`src/rtl/regfile_arb_pkg.sv`:
```
// ---------------------------------------------------------------------------
// regfile_arb_pkg
// Shared types and constants for the register-file write-port arbiter.
//   arb_state_t  : arbitration FSM states (NORMAL, FORCE_MDU)
//   REG_ADDR_W   : register address width (5)
//   NUM_REGS     : number of architectural registers (32)
//   DEFAULT_XLEN : default datapath width (32)
//   cnt_width()  : width of the starvation counter for a given limit
// ---------------------------------------------------------------------------
package regfile_arb_pkg;

  localparam int REG_ADDR_W   = 5;
  localparam int NUM_REGS     = 32;
  localparam int DEFAULT_XLEN = 32;

  typedef enum logic {
    NORMAL    = 1'b0,
    FORCE_MDU = 1'b1
  } arb_state_t;

  // A limit of 1 would give $clog2 == 0; the counter always keeps at least one bit.
  function automatic int cnt_width(input int limit);
    return (limit > 1) ? $clog2(limit) : 1;
  endfunction

endpackage

```
`src/rtl/regfile_scoreboard.sv`:
```
// ---------------------------------------------------------------------------
// regfile_scoreboard
// Busy-bit scoreboard for registers that have an MDU result in flight, plus
// the decode-stage hazard compare on rs1/rs2/rd.
//   clk, rst_n         : clock, asynchronous active-low reset
//   set_en, set_rd     : MDU issue; marks set_rd busy (rd 0 ignored)
//   clr_en, clr_rd     : MDU handshake; clears clr_rd
//   id_rs1/id_rs2/id_rd: decode operands to check
//   byp_rs1_hit/rs2_hit: (REGFILE_ARB_BYPASS_EN only) operand matches the
//                        register the MDU is writing this cycle
//   busy_vec           : registered busy bits
//   hazard             : some nonzero operand is busy
// Optional feature macro: REGFILE_ARB_BYPASS_EN
// ---------------------------------------------------------------------------
module regfile_scoreboard
  import regfile_arb_pkg::*;
(
  input  logic                  clk,
  input  logic                  rst_n,
  input  logic                  set_en,
  input  logic [REG_ADDR_W-1:0] set_rd,
  input  logic                  clr_en,
  input  logic [REG_ADDR_W-1:0] clr_rd,
  input  logic [REG_ADDR_W-1:0] id_rs1,
  input  logic [REG_ADDR_W-1:0] id_rs2,
  input  logic [REG_ADDR_W-1:0] id_rd,
`ifdef REGFILE_ARB_BYPASS_EN
  output logic                  byp_rs1_hit,
  output logic                  byp_rs2_hit,
`endif
  output logic [NUM_REGS-1:0]   busy_vec,
  output logic                  hazard
);

  logic [NUM_REGS-1:0] busy_q;
  logic [NUM_REGS-1:0] busy_d;
  logic [NUM_REGS-1:0] busy_eff;

  // Clear is applied before set so a same-cycle reissue to the same register stays busy.
  always_comb begin
    busy_d = busy_q;
    if (clr_en) begin
      busy_d[clr_rd] = 1'b0;
    end
    if (set_en && (set_rd != '0)) begin
      busy_d[set_rd] = 1'b1;
    end
  end

  always_ff @(posedge clk or negedge rst_n) begin
    if (!rst_n) begin
      busy_q <= '0;
    end else begin
      busy_q <= busy_d;
    end
  end

  // With bypass, the register being written by the MDU right now is not a hazard:
  // the core takes mdu_data directly instead of waiting for the regfile.
  always_comb begin
    busy_eff = busy_q;
`ifdef REGFILE_ARB_BYPASS_EN
    if (clr_en && (clr_rd != '0)) begin
      busy_eff[clr_rd] = 1'b0;
    end
`endif
  end

`ifdef REGFILE_ARB_BYPASS_EN
  assign byp_rs1_hit = clr_en && (clr_rd != '0) && (id_rs1 == clr_rd);
  assign byp_rs2_hit = clr_en && (clr_rd != '0) && (id_rs2 == clr_rd);
`endif

  assign hazard = ((id_rs1 != '0) && busy_eff[id_rs1]) ||
                  ((id_rs2 != '0) && busy_eff[id_rs2]) ||
                  ((id_rd  != '0) && busy_eff[id_rd]);

  assign busy_vec = busy_q;

endmodule

```
`src/rtl/regfile_wb_arbiter.sv`:
```
// ---------------------------------------------------------------------------
// regfile_wb_arbiter
// Shares the single regfile write port between the core writeback path and
// the multi-cycle MDU. Core normally wins; after STARVE_LIMIT consecutive
// losses the MDU is forced ahead for one grant while the core is stalled.
// A scoreboard tracks in-flight MDU destinations and raises RAW/WAW stalls.
//   clk, rst_n                     : clock, asynchronous active-low reset
//   wb_valid/wb_rd/wb_data         : core writeback request
//   mdu_issue/mdu_issue_rd         : MDU op accepted (marks rd busy)
//   mdu_valid/mdu_rd/mdu_data      : MDU result; mdu_ready completes handshake
//   id_rs1/id_rs2/id_rd            : decode-stage operands
//   stall                          : freeze fetch/decode/writeback
//   rf_we/rf_rd/rf_wd              : regfile write port
//   byp_rs1_hit/byp_rs2_hit        : (REGFILE_ARB_BYPASS_EN only) operand
//                                    should take mdu_data this cycle
//   busy_vec                       : scoreboard bits (debug)
// Optional feature macro: REGFILE_ARB_BYPASS_EN
// ---------------------------------------------------------------------------
module regfile_wb_arbiter
  import regfile_arb_pkg::*;
#(
  parameter int XLEN         = DEFAULT_XLEN,
  parameter int STARVE_LIMIT = 4
) (
  input  logic                  clk,
  input  logic                  rst_n,
  input  logic                  wb_valid,
  input  logic [REG_ADDR_W-1:0] wb_rd,
  input  logic [XLEN-1:0]       wb_data,
  input  logic                  mdu_issue,
  input  logic [REG_ADDR_W-1:0] mdu_issue_rd,
  input  logic                  mdu_valid,
  input  logic [REG_ADDR_W-1:0] mdu_rd,
  input  logic [XLEN-1:0]       mdu_data,
  output logic                  mdu_ready,
  input  logic [REG_ADDR_W-1:0] id_rs1,
  input  logic [REG_ADDR_W-1:0] id_rs2,
  input  logic [REG_ADDR_W-1:0] id_rd,
  output logic                  stall,
  output logic                  rf_we,
  output logic [REG_ADDR_W-1:0] rf_rd,
  output logic [XLEN-1:0]       rf_wd,
`ifdef REGFILE_ARB_BYPASS_EN
  output logic                  byp_rs1_hit,
  output logic                  byp_rs2_hit,
`endif
  output logic [NUM_REGS-1:0]   busy_vec
);

  localparam int CNT_W = cnt_width(STARVE_LIMIT);
  localparam logic [CNT_W-1:0] CNT_LAST = CNT_W'(STARVE_LIMIT - 1);
  localparam logic [CNT_W-1:0] CNT_MAX  = '1;

  arb_state_t       state_q, state_d;
  logic [CNT_W-1:0] wait_cnt_q, wait_cnt_d;

  logic creq, mreq;
  logic grant_core, grant_mdu;
  logic core_stall;
  logic hazard;
  logic mdu_hs;

  assign creq   = wb_valid  && (wb_rd  != '0);
  assign mreq   = mdu_valid && (mdu_rd != '0);
  assign mdu_hs = mdu_valid && mdu_ready;

  always_ff @(posedge clk or negedge rst_n) begin
    if (!rst_n) begin
      state_q    <= NORMAL;
      wait_cnt_q <= '0;
    end else begin
      state_q    <= state_d;
      wait_cnt_q <= wait_cnt_d;
    end
  end

  // Arbitration: core has priority until the MDU has lost STARVE_LIMIT times in a row.
  // An MDU result with rd 0 is acknowledged at once without touching the regfile.
  always_comb begin
    state_d    = state_q;
    wait_cnt_d = wait_cnt_q;
    grant_core = 1'b0;
    grant_mdu  = 1'b0;
    core_stall = 1'b0;

    case (state_q)
      NORMAL: begin
        if (creq) begin
          grant_core = 1'b1;
          if (mreq) begin
            if (wait_cnt_q == CNT_LAST) begin
              state_d = FORCE_MDU;
            end
            if (wait_cnt_q != CNT_MAX) begin
              wait_cnt_d = wait_cnt_q + CNT_W'(1);
            end
          end
        end else if (mreq) begin
          grant_mdu  = 1'b1;
          wait_cnt_d = '0;
        end
      end
      FORCE_MDU: begin
        grant_mdu  = mreq;
        core_stall = creq;
      end
      default: begin
        state_d = NORMAL;
      end
    endcase

    mdu_ready = rst_n && (grant_mdu || (mdu_valid && (mdu_rd == '0)));

    if ((state_q == FORCE_MDU) && mdu_valid && mdu_ready) begin
      state_d    = NORMAL;
      wait_cnt_d = '0;
    end

    rf_we = rst_n && (grant_core || grant_mdu);
    rf_rd = '0;
    rf_wd = '0;
    if (rf_we) begin
      if (grant_core) begin
        rf_rd = wb_rd;
        rf_wd = wb_data;
      end else begin
        rf_rd = mdu_rd;
        rf_wd = mdu_data;
      end
    end
  end

  assign stall = rst_n && (hazard || core_stall);

  regfile_scoreboard u_scoreboard (
    .clk         (clk),
    .rst_n       (rst_n),
    .set_en      (mdu_issue),
    .set_rd      (mdu_issue_rd),
    .clr_en      (mdu_hs),
    .clr_rd      (mdu_rd),
    .id_rs1      (id_rs1),
    .id_rs2      (id_rs2),
    .id_rd       (id_rd),
`ifdef REGFILE_ARB_BYPASS_EN
    .byp_rs1_hit (byp_rs1_hit),
    .byp_rs2_hit (byp_rs2_hit),
`endif
    .busy_vec    (busy_vec),
    .hazard      (hazard)
  );

endmodule

```
`config.mk`:
```
export PLATFORM = sky130hd
export DESIGN_NAME = regfile_wb_arbiter
export DESIGN_NICKNAME = d
export VERILOG_FILES = /design/src/rtl/regfile_arb_pkg.sv /design/src/rtl/regfile_scoreboard.sv /design/src/rtl/regfile_wb_arbiter.sv
export SDC_FILE = /design/constraint.sdc
export NUM_CORES = 1
export LEC_CHECK = 0
export ABC_CLOCK_PERIOD_IN_PS = 2800
export CORE_MARGIN = 3
export CORE_UTILIZATION = 23
export DETAILED_ROUTE_END_ITERATION = 10
export PLACE_DENSITY = 0.61
export SLEW_MARGIN = 20
export SYNTH_ARGS = -nofsm -noshare
export SYNTH_HDL_FRONTEND = slang
export SYNTH_SLANG_ARGS = --single-unit
```
`constraint.sdc`:
```
create_clock -name clk -period 2.8 [get_ports clk]
set_input_delay 0.28 -clock clk [delete_from_list [all_inputs] [get_ports clk]]
set_output_delay 0.28 -clock clk [all_outputs]
set_load 0.05 [all_outputs]
```
==> impl_metrics.py, run 1 <==
metrics = {
    "setup_path": {
        "worst-path-max-fanout": 5,
        "timing_worst_setup_path_type": "primary input to output port",
        "rr_worst_depth": 6,
        "rrSetupSlack_ns": 0.88,
        "required_ns": 2.52,
        "cp-start-kind": "primary input",
        "rr_startpoint": "state_q",
        "slowest_stage": "clkdlybuf4s50_1",
        "cp.arrival_ns": 2.44,
        "max_stage_delay_ns": 0.63,
        "cpMostUsedCell": "buf_4",
        "reg2reg_to": "u_scoreboard.busy_vec[11]",
        "crit_path_end_kind": "output port",
        "path_cells": "clkdlybuf4s50_1 -> buf_4 -> a2111oi_1 -> or4b_2 -> o2111ai_1 -> o31a_1 -> buf_4",
    },
    "floorplanning": {
        "core.rowCount": 41,
        "dieArea_um2": 14500,
        "ios": 171,
        "die_w_um": 121,
        "die_height_um": 121,
        "core_area_um2": 12700,
        "initial_core_util": 0.237,
    },
    "grt": {
        "antenna_found_initial": 0,
        "grt_usage": 0.169,
        "grt_pass1_wl_mm": 19.6,
        "grt_max_degree": 39,
        "grt_pass1_vias": 3810,
        "grt_overflow_total": 0,
    },
    "logic_synthesis": {
        "synth_warnings": 0,
        "yosysTopAreaCell": "dfrtp_1",
        "postSynthCellCount": 379,
        "async_flop_share": 1.00,
        "synth_edf_count": 0,
        "ys_seq_area_frac": 0.290,
        "syn_nets": 479,
        "netlist_top_cells_count": "nand2_1, o21ai_0, a21oi_1, dfrtp_1, clkbuf_1",
        "ys_seq_elements": 35,
        "synth.area.top_cells": "dfrtp_1, nand2_1, mux4_2",
        "synth_top_area_share": 0.290,
        "netlist_area_um2": 3020,
        "yosysMostFrequentCell": "nand2_1",
        "synth_top_flop_cell": "dfrtp_1",
        "synth_cell_types": 46,
        "syn-mean-instance-area_um2": 7.97,
    },
    "power": {
        "p_leak_nw": 2.21,
        "ir_worst_vdd_mv": 0.234,
        "p_total_mw": 3.38,
        "cellPowerDensity_nw_per_um2": 603,
    },
    "clock_tree": {
        "clk_pin_slew_ns": 0.05,
        "htreeDepth": 2,
        "clockBufferDepth": 2,
        "cts_root_buffer": "clkbuf_16",
        "clk_latency_ns": 0.28,
        "clock-sinks": 35,
        "cts_tree": "done",
        "cts_hold_buf": 0,
        "cts_buffers": 5,
    },
    "sta": {
        "setup_violations": 0,
        "fin_skew_ns": 0.00150,
        "fmax_mhz": 368,
        "setup_ws_ns": 0.0812,
        "rsz0062_at_grt": "no",
        "tns_ns": 0,
        "min_period_over_period": 0.971,
        "slew_viol_final": 0,
        "hold_ws_ns": 0.313,
        "finalHoldViolations": 0,
        "relSlewSlack": 0.651,
        "min_period_ns": 2.72,
        "tightest_slew_ns": 0.521,
    },
    "worst_hold_path": {
        "hp-class": "primary input to asynchronous set/reset pin",
    },
    "placement": {
        "placed_area_um2": 5440,
        "place_ws_ns": -0.145,
        "dp_hpwl_mm": 10.5,
        "port_buffers": 170,
        "place_congestion": 0.898,
        "placedCellCount": 719,
    },
    "layout": {
        "area_growth_pct": 85.9,
        "design_area_um2": 5610,
        "antennaDiodeCount": 0,
        "drive_gt1_frac": 0.177,
        "post-route-util": 0.441,
        "final_nets": 654,
        "fin_cells": 727,
    },
    "route": {
        "met2WireLength_mm": 6.24,
        "post-route-drc-count": 0,
        "drtIter0Drc": 252,
        "first_pass_iters": 5,
        "wirelength_met1_mm": 5.01,
        "vias": 3746,
        "top_layer_used": "met4",
        "wl_mm": 13.0,
        "wl_per_cell_um": 17.8,
        "drtAntennaViolNets": 0,
        "via_per_inst": 5.15,
        "met3_length_mm": 1.36,
    },
    "job": {
        "cap_violations": 0,
    },
    "run_status": {
        "status": "finished clean",
    },
}
-- worst max-delay path by stage --
stage	from	slack (ns)	to	cells after the start
after detailed placement	id_rs2[0]	-0.14	stall	7
after CTS	id_rs1[0]	0.02	stall	7
after global routing	wb_rd[2]	0.04	rf_rd[0]	7
after floorplan	wb_rd[2]	0.19	rf_rd[2]	6
final	id_rd[2]	0.08	stall	7
after global placement	id_rs2[0]	-0.13	stall	7
-- timing repair --
action / CTS / global route
buffers inserted: 0 / 0
gates resized for setup: 1 / 3
endpoints found under the setup margin: 1 / 1
-- cells by family (layout without fill, tap and decap cells) --
logic type | after synthesis | in the layout | synth area share
multiplexers | 32 | 32 | 0.171
AO/OA/AOI/OAI | 131 | 131 | 0.248
adder cells (fa/ha/maj) | 1 | 1 | 0.00414
buffers and inverters | 32 | 208 | 0.0460
AND/OR/NAND/NOR | 148 | 148 | 0.241
flip-flops | 35 | 35 | 0.290
-- worst max-delay path, delay by kind of cell --
kind,cells,cell delay [ns]
AOI/OAI and AO/OA,3,0.49
and+or+nand+nor,1,0.62
buffers and inverters,3,1.04
-- state kept, by name, indices dropped and copies added (netlist names) --
signal,cells
state_q,1
wait_cnt_q,2
u_scoreboard.busy_vec,32
-- area by class of cell --
class,count,area [um2]
clock buffers,6,139
clock inverters,2,35.0
fillers,1280,7110
inverters,6,22.5
multi-input cells,312,2030
flip-flops and latches,35,876
well taps,172,215
repair buffers,194,2300
-- metal layers --
layer,GRT usage,vias to the layer above
li1,-,1750
met1,0.194,1761
met2,0.288,210
met3,0.0585,25
met4,0.0687,0
met5,0,-
-- cells in the final DEF, fill, tap and decap left out, drive strengths merged, types with 4 or more instances in the layout --
cell type,count
a22oi,4
mux4,15
nand2b,8
nor2,6
clkbuf,6
nand3,6
nor2b,7
mux2i,13
dfrtp,35
nor4,4
a21oi,41
o211ai,4
or3b,4
nand3b,8
a211oi,7
clkdlybuf4s50,127
mux2,4
buf,64
inv,6
o21ai,58
nand2,85
-- power by group --
group,total [mW],switching [mW],internal (mW)
combinational,1.90,1.08,0.825
sequential,0.834,0.200,0.634
clock,0.649,0.206,0.442
total,3.38,1.48,1.90
Power figures use the tool's default switching activity.
==> inputs of run 2 (changes only) <==
--- a/config.mk
+++ b/config.mk
@@ -5,11 +5,11 @@
 export SDC_FILE = /design/constraint.sdc
 export NUM_CORES = 1
 export LEC_CHECK = 0
+export ABC_AREA = 1
 export ABC_CLOCK_PERIOD_IN_PS = 2800
-export CORE_MARGIN = 3
 export CORE_UTILIZATION = 23
 export DETAILED_ROUTE_END_ITERATION = 10
-export PLACE_DENSITY = 0.61
+export PLACE_DENSITY = 0.6
 export SLEW_MARGIN = 20
 export SYNTH_ARGS = -nofsm -noshare
 export SYNTH_HDL_FRONTEND = slang
==> run 2 against run 1 <==
  * Combinational power is 2% higher
  * Non-clock buffer count shrank 8
  * Sequential share of layout area shrank 0.30 points
  * Largest cell class unchanged
  * Largest power group unchanged
  * Critical endpoint is now rf_rd[1]
  * Hold slack improved by 0.19 ns
  * Critical path depth increased by 3
  * Final cell count grew 27%
==> impl_metrics.py, run 2 <==
metrics = {
    "logic_synthesis": {
        "synth.area.top_cells": "dfrtp_1, nand2_1, nand3_1",
        "ys_seq_area_frac": 0.269,
        "yosysTopAreaCell": "dfrtp_1",
        "async_flop_share": 1.00,
        "synth_cell_types": 25,
        "netlist_area_um2": 3260,
        "synth_warnings": 0,
        "synth_top_flop_cell": "dfrtp_1",
        "yosysMostFrequentCell": "nand2_1",
        "synth_top_area_share": 0.269,
        "netlist_top_cells_count": "nand2_1, nand3_1, o21ai_0, inv_1, a21oi_1",
        "syn_nets": 670,
        "ys_seq_elements": 35,
        "synth_edf_count": 0,
        "postSynthCellCount": 570,
        "syn-mean-instance-area_um2": 5.71,
    },
    "floorplanning": {
        "core.rowCount": 43,
        "die_height_um": 121,
        "core_area_um2": 13800,
        "initial_core_util": 0.235,
        "dieArea_um2": 14600,
        "ios": 171,
        "die_w_um": 121,
    },
    "route": {
        "drtAntennaViolNets": 0,
        "wl_per_cell_um": 15.1,
        "post-route-drc-count": 0,
        "wl_mm": 13.9,
        "vias": 4366,
        "drtIter0Drc": 366,
        "via_per_inst": 4.74,
        "first_pass_iters": 5,
    },
    "clock_tree": {
        "cts_hold_buf": 0,
        "htreeDepth": 2,
        "cts_buffers": 5,
        "cts_tree": "done",
        "clockBufferDepth": 2,
        "cts_root_buffer": "clkbuf_16",
        "cts_setup_buffers": 0,
        "clock-sinks": 35,
        "cts-resized-gates": 0,
        "clk_pin_slew_ns": 0.05,
        "clk_latency_ns": 0.27,
    },
    "setup_path": {
        "required_ns": 2.52,
        "crit_path_end_kind": "output port",
        "timing_worst_setup_path_type": "primary input to output port",
        "worst-path-max-fanout": 37,
        "rrSetupSlack_ns": 1.08,
        "cp-start-kind": "primary input",
        "cp.arrival_ns": 2.27,
        "rr_worst_depth": 6,
    },
    "power": {
        "p_leak_nw": 2.62,
        "cellPowerDensity_nw_per_um2": 586,
        "ir_worst_vdd_mv": 0.228,
    },
    "grt": {
        "grt_pass1_wl_mm": 22.1,
        "grt_pass1_vias": 4185,
        "grt_overflow_total": 0,
        "grt_usage": 0.192,
        "antenna_found_initial": 0,
        "grt_max_degree": 38,
    },
    "layout": {
        "area_growth_pct": 75.8,
        "drive_gt1_frac": 0.0999,
        "fillCellCount": 1448,
        "antennaDiodeCount": 0,
        "largest_register_ffs": 32,
        "post-route-util": 0.414,
        "final_nets": 840,
        "layout_common_cells": "nand2_1, clkdlybuf4s50_1, nand3_1",
        "layout_commonest_cell": "nand2_1",
    },
    "sta": {
        "tightest_slew_ns": 0.641,
        "rsz0062_at_grt": "no",
        "relSlewSlack": 0.572,
        "setup_ws_ns": 0.245,
        "fin_skew_ns": 0.00203,
        "setup_violations": 0,
        "finalHoldViolations": 0,
        "min_period_over_period": 0.912,
        "hold_ws_ns": 0.503,
        "fmax_mhz": 391,
        "min_period_ns": 2.55,
        "slew_viol_final": 0,
        "tns_ns": 0,
    },
    "run_status": {
        "status": "finished clean",
    },
    "placement": {
        "dp_hpwl_mm": 11.2,
        "port_buffers": 170,
        "place_ws_ns": 0.239,
        "place_congestion": 0.891,
    },
    "worst_hold_path": {
        "hp-class": "flip-flop to flip-flop",
        "holdPathStages": 2,
    },
    "job": {
        "cap_violations": 0,
    },
}
## run 2: cell types whose count changed after synthesis, sizes merged, moves of 8 or more
cell,before,now
nor2,6,17
nand2,85,229
inv,6,64
nand2b,8,0
buf,10,19
mux4,15,0
nand3,6,78
clkbuf,16,4
mux2i,13,0
nand3b,8,0
## run 2: per-layer routing
layer,vias to the layer above,GRT usage,share of wire
met5,-,0,0
met4,0,0.0517,0.018
met3,17,0.0305,0.061
met2,157,0.329,0.50
met1,2005,0.249,0.42
li1,2187,-,-
## run 2: final cells by class
| type | instances | area [um2] | share of cell area |
|---|---|---|---|
| Clock buffer | 6 | 139 | 0.0243 |
| Tap cell | 180 | 225 | 0.0394 |
| Multi-Input combinational cell | 446 | 1990 | 0.348 |
| Inverter | 66 | 248 | 0.0433 |
| Clock inverter | 2 | 35.0 | 0.00612 |
| Timing Repair Buffer | 186 | 2210 | 0.386 |
| Sequential cell | 35 | 876 | 0.153 |
## run 2: logic make-up after synthesis
family | synth area share
flip-flops | 0.269
adder cells (fa/ha/maj) | 0.00384
buffers and inverters | 0.120
AO/OA/AOI/OAI | 0.194
AND/OR/NAND/NOR | 0.414
## run 2: final timing paths
kind / to / startpoint
setup / recovery: rf_rd[1] / mdu_rd[2]
hold / removal: wait_cnt_q[1] / wait_cnt_q[1]
setup reg to reg: u_scoreboard.busy_vec[7] / state_q
hold reg to reg: wait_cnt_q[1] / wait_cnt_q[1]
max in group asynchronous: u_scoreboard.busy_vec[1] / rst_n
min in group asynchronous: u_scoreboard.busy_vec[11] / rst_n
## run 2: per-stage QoR
| step | instances | instance area, um2 | total power, mW |
|---|---|---|---|
| 2_1_floorplan | 570 | 3260 | 1.87 |
| 3_3_place_gp | 913 | 5550 | 2.72 |
| 3_5_place_dp | 913 | 5550 | 2.73 |
| 4_1_cts | 921 | 5720 | 3.37 |
| 5_1_grt | 921 | 5720 | 3.55 |
| 6_report | 921 | 5720 | 3.35 |
## run 2: power breakdown
group | switching [mW] | leakage (nW) | internal, mW | total [mW]
clock network | 0.194 | 0.0868 | 0.442 | 0.636
registers | 0.148 | 0.412 | 0.634 | 0.783
logic | 1.21 | 2.12 | 0.724 | 1.94
## run 2: worst max-delay path: stages
cell and delay, ns:
clkdlybuf4s50_1 0.48, inv_1 0.10, nand2_1 0.08, inv_1 0.05, nand2_2 0.11, nand2_1 0.11, a21oi_2 0.24, inv_2 0.29
a21oi_1 0.33, buf_12 0.18
